## src/rtl/adder_test_pkg.sv

```systemverilog
// Shared types and widths for the adder datapath test sequencer.
package adder_test_pkg;

   localparam int VEC_W  = 9;    // {a, b, Cin} vector index
   localparam int SUM_W  = 5;    // one adder result: 4-bit sum plus carry
   localparam int Q_W    = 10;   // {CLA half, RCA half} from the datapath
   localparam int OP_W   = 4;    // operand width
   localparam int CNT_W  = 10;   // error counter, holds 0..512
   localparam int DLY_W  = 4;    // hold counter, PIPE_DLY up to 15
   localparam int HALVES = 2;    // RCA half at index 0, CLA half at index 1

   typedef enum logic [2:0] {
      IDLE,
      APPLY,
      LOAD,
      CHK_RCA,
      CHK_CLA,
      NEXT,
      DONE
   } state_t;

   // Reference sum a + b + cin, zero-extended to one adder result width
   function automatic logic [SUM_W-1:0] ref_sum(input logic [OP_W-1:0] a,
                                                input logic [OP_W-1:0] b,
                                                input logic            cin);
      return SUM_W'(a) + SUM_W'(b) + SUM_W'(cin);
   endfunction

endpackage

```

## src/rtl/adder_ref_model.sv

```systemverilog
// Combinational checker: expected sum and half-select match for one vector.
module adder_ref_model
   import adder_test_pkg::*;
(
   input  logic [OP_W-1:0]  a,
   input  logic [OP_W-1:0]  b,
   input  logic             Cin,
   input  logic [Q_W-1:0]   Q,
   input  logic             select,
   output logic [SUM_W-1:0] exp,
   output logic             match
);

   logic [HALVES-1:0] half_ok;

   assign exp = ref_sum(a, b, Cin);

   // The selected half must carry the sum; the other half must read as zero
   for (genvar gi = 0; gi < HALVES; gi++) begin : g_half
      assign half_ok[gi] = (Q[gi*SUM_W +: SUM_W] == ((select == 1'(gi)) ? exp : '0));
   end

   assign match = &half_ok;

endmodule

```

## src/rtl/adder_test_sequencer.sv

```systemverilog
// Sweeps all {a,b,Cin} vectors through the adder datapath and checks both halves.
module adder_test_sequencer
   import adder_test_pkg::*;
#(
   parameter int unsigned PIPE_DLY     = 1,
   parameter bit          STOP_ON_FAIL = 1'b0
) (
   input  logic             clk,
   input  logic             rst_n,
   input  logic             start,
   output logic [OP_W-1:0]  a,
   output logic [OP_W-1:0]  b,
   output logic             Cin,
   output logic             load,
   output logic             select,
   input  logic [Q_W-1:0]   Q,
   output logic             busy,
   output logic             done,
   output logic             pass,
   output logic [CNT_W-1:0] err_count,
   output logic [VEC_W-1:0] fail_vec
);

   localparam logic [DLY_W-1:0] DLY_LAST = DLY_W'(PIPE_DLY - 1);
   localparam logic [VEC_W-1:0] VEC_LAST = '1;

   state_t             state_reg, state_next;
   logic [VEC_W-1:0]   vec_reg, vec_next;
   logic [DLY_W-1:0]   dly_reg, dly_next;
   logic               fail_reg, fail_next;
   logic [CNT_W-1:0]   err_reg, err_next;
   logic [VEC_W-1:0]   fvec_reg, fvec_next;
   logic               match;
   logic [SUM_W-1:0]   unused_exp;   // expected sum is only consumed inside the checker

   adder_ref_model u_ref (
      .a      (a),
      .b      (b),
      .Cin    (Cin),
      .Q      (Q),
      .select (select),
      .exp    (unused_exp),
      .match  (match)
   );

   // State, vector, hold counter, per-vector fail flag and status registers
   always_ff @(posedge clk or negedge rst_n) begin
      if (!rst_n) begin
         state_reg <= IDLE;
         vec_reg   <= '0;
         dly_reg   <= '0;
         fail_reg  <= 1'b0;
         err_reg   <= '0;
         fvec_reg  <= '0;
      end else begin
         state_reg <= state_next;
         vec_reg   <= vec_next;
         dly_reg   <= dly_next;
         fail_reg  <= fail_next;
         err_reg   <= err_next;
         fvec_reg  <= fvec_next;
      end
   end

   // Next-state logic; vec only moves on entry to APPLY so operands stay stable
   always_comb begin
      state_next = state_reg;
      vec_next   = vec_reg;
      dly_next   = dly_reg;
      fail_next  = fail_reg;
      err_next   = err_reg;
      fvec_next  = fvec_reg;
      case (state_reg)
         IDLE, DONE: begin
            if (start) begin
               vec_next   = '0;
               dly_next   = '0;
               fail_next  = 1'b0;
               err_next   = '0;
               fvec_next  = '0;
               state_next = APPLY;
            end
         end
         APPLY: begin
            if (dly_reg == DLY_LAST) begin
               dly_next   = '0;
               state_next = LOAD;
            end else begin
               dly_next = dly_reg + 1'b1;
            end
         end
         LOAD: begin
            state_next = CHK_RCA;
         end
         CHK_RCA: begin
            fail_next  = ~match;
            state_next = CHK_CLA;
         end
         CHK_CLA: begin
            fail_next  = fail_reg | ~match;
            state_next = NEXT;
         end
         NEXT: begin
            if (fail_reg) begin
               err_next = err_reg + 1'b1;
               if (err_reg == '0) begin
                  fvec_next = vec_reg;
               end
            end
            // Finishing has priority over advancing so vec never wraps
            if ((vec_reg == VEC_LAST) || (STOP_ON_FAIL && fail_reg)) begin
               state_next = DONE;
            end else begin
               vec_next   = vec_reg + 1'b1;
               dly_next   = '0;
               state_next = APPLY;
            end
         end
         default: begin
            state_next = IDLE;
         end
      endcase
   end

   assign a         = vec_reg[8:5];
   assign b         = vec_reg[4:1];
   assign Cin       = vec_reg[0];
   assign load      = (state_reg == LOAD);
   assign select    = (state_reg == CHK_CLA);
   assign busy      = (state_reg != IDLE) && (state_reg != DONE);
   assign done      = (state_reg == DONE);
   assign pass      = (state_reg == DONE) && (err_reg == '0);
   assign err_count = err_reg;
   assign fail_vec  = fvec_reg;

endmodule

```

## config.mk

```make
export PLATFORM = sky130hd
export DESIGN_NAME = adder_test_sequencer
export DESIGN_NICKNAME = d
export VERILOG_FILES = /design/src/rtl/adder_test_pkg.sv /design/src/rtl/adder_ref_model.sv /design/src/rtl/adder_test_sequencer.sv
export SDC_FILE = /design/constraint.sdc
export NUM_CORES = 1
export LEC_CHECK = 0
export ABC_AREA = 1
export CAP_MARGIN = 10
export CORE_AREA = 2 2 69 71
export DETAILED_ROUTE_END_ITERATION = 10
export DIE_AREA = 0 0 71 73
export PLACE_DENSITY_LB_ADDON = 0.25
export SYNTH_ARGS = -nofsm -noshare
export SYNTH_HDL_FRONTEND = slang
export SYNTH_SLANG_ARGS = --single-unit
export TNS_END_PERCENT = 1
```

## constraint.sdc

```tcl
create_clock -name clk -period 3.57 [get_ports clk]
set_input_delay 0.357 -clock clk [delete_from_list [all_inputs] [get_ports clk]]
set_output_delay 0.357 -clock clk [all_outputs]
set_load 0.03 [all_outputs]
```

==> results.py <==
metrics = {
    "layout": {
        "largest_reg_flops": 10,
        "area_growth_syn_to_layout_pct": 24.67,
        "nFillCells": 412,
        "stdcell_count": 418,
        "num-nets-final": 388,
        "diodes": 0,
        "drive_above_1_share_pct": 7.143,
    },
    "critical_path": {
        "arrival_ns": 2.25,
        "crit_path_cell_trace": "inv_1 > ha_1 > nand3_1 > nor3_1 > buf_4 > and2_1 > clkdlybuf4s50_1",
        "cp-end-kind": "primary output",
        "worstSetupStartpointType": "flop",
        "required_ns": 3.21,
        "critPathMaxFanout": 11,
        "cpPeakStageDelay_ns": 0.66,
        "path_class": "reg -> out",
        "cpMaxStageDelayCell": "clkdlybuf4s50_1",
    },
    "yosys": {
        "synth_top_family_by_area": "simple AND/OR/NAND/NOR gates",
        "synth-simple-area-share_pct": 36.26,
        "synthAdderAreaFrac_pct": 6.458,
        "synthXorXnorAreaFrac_pct": 2.223,
        "synth_compound_area_share_pct": 9.635,
        "synth_area_um2": 2364,
        "synth_cell_types": 31,
        "synth_edf_count": 0,
        "ys_dominant_reg_cell": "dfrtp_1",
        "synth_nets": 342,
        "yosys_warnings": 0,
        "synthCells": 318,
        "synthMuxAreaShare_pct": 0,
        "synthArstFlopShare_pct": 100.0,
        "synth_seq_area_share_pct": 38.12,
        "ys_ff_latch": 36,
        "synth.avg_cell_area_um2": 7.432,
    },
    "power": {
        "powerDensity_nw_per_um2": 252.6,
        "peakVddDrop_mv": 0.1116,
        "leakagePower_nw": 1.254,
    },
    "timing": {
        "fin_tns_setup_ns": 0,
        "hold_viol_final": 0,
        "setup_viol": 0,
        "maxSlewHeadroom_pct": 68.95,
        "grt_setup_unrepaired": "no",
        "finClkSkew_ns": 0.005826,
        "tightest_slew_ns": 0.4657,
        "maxSlewViolCount": 0,
        "max_freq_mhz": 383.1,
        "min_period_ns": 2.611,
        "fin_crit_sh_pct": 73.13,
    },
    "detailed_routing": {
        "drtAntennaViolNets": 0,
        "drt-total-wl_um": 5224,
        "drt_pass1_iterations": 4,
        "via_per_inst": 5.469,
        "vias": 2286,
        "drt-initial-drc-count": 155,
        "routedWlPerCell_um": 12.50,
        "route.detailed.drc": 0,
    },
    "clock_tree": {
        "cts_tree": "yes",
        "clockRootBuffer": "clkbuf_8",
        "cts-resized-gates": 0,
        "cts_buffer_depth": 2,
        "cts_setup_buffers": 0,
        "clk_latency_ns": 0.28,
        "cts_sinks": 36,
        "numCtsBuffers": 5,
        "cts_hold_buf": 0,
        "path_clk_slew_ns": 0.06,
        "ctsHtreeMaxLevel": 2,
    },
    "floorplan": {
        "initial_core_util_pct": 52.11,
        "design.core.area_um2": 4536,
        "die-area_um2": 5183,
        "die_x_um": 71,
        "core.rowCount": 25,
        "die_h_um": 73,
        "ios": 46,
    },
    "status": {
        "status": "complete, no violations",
    },
    "global_routing": {
        "antenna_found_initial": 0,
        "grt-ovfl-total": 0,
        "grt_first_pass_wirelength_um": 8983,
        "grt_start_max_net_pins": 37,
        "grt_pass1_vias": 2015,
        "track_usage_pct": 21.39,
    },
    "worst_hold_path": {
        "hold_path.class": "reg -> reg",
    },
    "placed_design": {
        "placed_cells": 411,
        "dp.final_hpwl_um": 3955,
        "port_buffers": 45,
        "routabilityCongestion": 0.8790,
    },
    "flow_run": {
        "cap_violations": 0,
    },
}
-- area by class of cell --
class                           count  area, um2  share of cell area [%]
Timing Repair Buffer               47      465.4                   15.80
Tap cell                           54      67.56                   2.293
Sequential cell                    36      900.9                   30.57
Inverter                           33      126.4                   4.289
Clock buffer                        7      96.34                   3.270
Multi-Input combinational cell    241       1290                   43.78
-- layer usage --
| layer | global-route usage [%] | vias to the layer above | share of wire [%] |
|---|---|---|---|
| met5 | 0 | - | 0 |
| met4 | 6.080 | 0 | 0.88 |
| met3 | 4.282 | 6 | 5.4 |
| met2 | 36.55 | 72 | 48 |
| met1 | 27.72 | 1050 | 46 |
| li1 | - | 1158 | - |
-- power by group --
group	internal [W]	switching, W
Combinational	0.0000161	0.0000139
Sequential	0.000408	0.0000000791
Clock	0.000172	0.000135
Total	0.000596	0.000149
-- synthesized netlist by cell type (2+ instances only) --
cell,number,area (um2)
o21ai_0,19,95.09
nand2_1,79,296.5
buf_4,2,15.01
or2_2,4,25.02
dfrtp_1,36,900.9
nand3b_1,7,52.55
o31ai_1,3,22.52
o21ai_1,9,45.04
clkbuf_1,3,11.26
nor3_1,9,45.04
ha_1,9,112.6
fa_1,2,40.04
a21oi_1,8,40.04
xor2_1,5,43.79
nand3_1,29,145.1
inv_2,4,15.01
nor2_1,28,105.1
inv_1,28,105.1
nor2_2,3,18.77
nand4_1,20,125.1
-- cells by family after synthesis --
group / Yosys count
DFF: 36
xor gates and xnor gates: 6
adders and majority gates: 11
buffers and inverters: 41
AOI/OAI and AO/OA: 41
and+or+nand+nor: 183
-- layout by cell type (no fill, tap or decap), drive strengths merged --
master / instances
a21oi: 10
or2: 4
nand3b: 7
nand3: 29
nor3: 9
fa: 2
buf: 2
and2: 1
inv: 33
o31ai: 3
nor2: 32
ha: 9
clkdlybuf4s50: 45
xnor2: 1
clkbuf: 7
nand2: 81
dfrtp: 36
nand4: 20
xor2: 5
o21ai: 28
-- path summary, 6_finish.rpt --
check / start / endpoint / slack (ns) / cells after the start
hold reg to reg: fail_vec[3]$_DFFE_PN0P_ / fail_vec[3]$_DFFE_PN0P_ / 0.48 / 2
hold / removal: fail_vec[3]$_DFFE_PN0P_ / fail_vec[3]$_DFFE_PN0P_ / 0.48 / 2
min in group asynchronous: rst_n / err_count[4]$_DFFE_PN0P_ / 0.49 / 2
setup / recovery: err_count[0]$_DFFE_PN0P_ / pass / 0.96 / 7
setup reg to reg: vec_reg[5]$_DFFE_PN0P_ / fail_reg$_DFFE_PN0P_ / 1.20 / 12
max in group asynchronous: rst_n / fail_vec[5]$_DFFE_PN0P_ / 2.76 / 2
-- worst max-delay path, delay by kind of cell (launching register included) --
| kind | cells | cell delay (ns) |
|---|---|---|
| fa+ha+maj | 1 | 0.16 |
| flops | 1 | 0.44 |
| buf+inv | 3 | 0.99 |
| simple gates | 3 | 0.38 |
-- per-stage QoR --
stage	setup WS [ns]	utilization (%)	cell area [um2]	power, W	hold slack, ns
after floorplan	1.297	-	2364	0.0004226	0.06141
after global placement	1.224	62.84	2850	0.0004462	0.4673
after detailed placement	1.184	62.84	2850	0.0004466	0.4689
after CTS	0.9357	64.97	2947	0.0007576	0.4844
after global routing	0.8039	64.97	2947	0.0007719	0.5182
final	0.9594	64.97	2947	0.0007442	0.4774
Note: power is estimated with default switching activity, not from simulation.
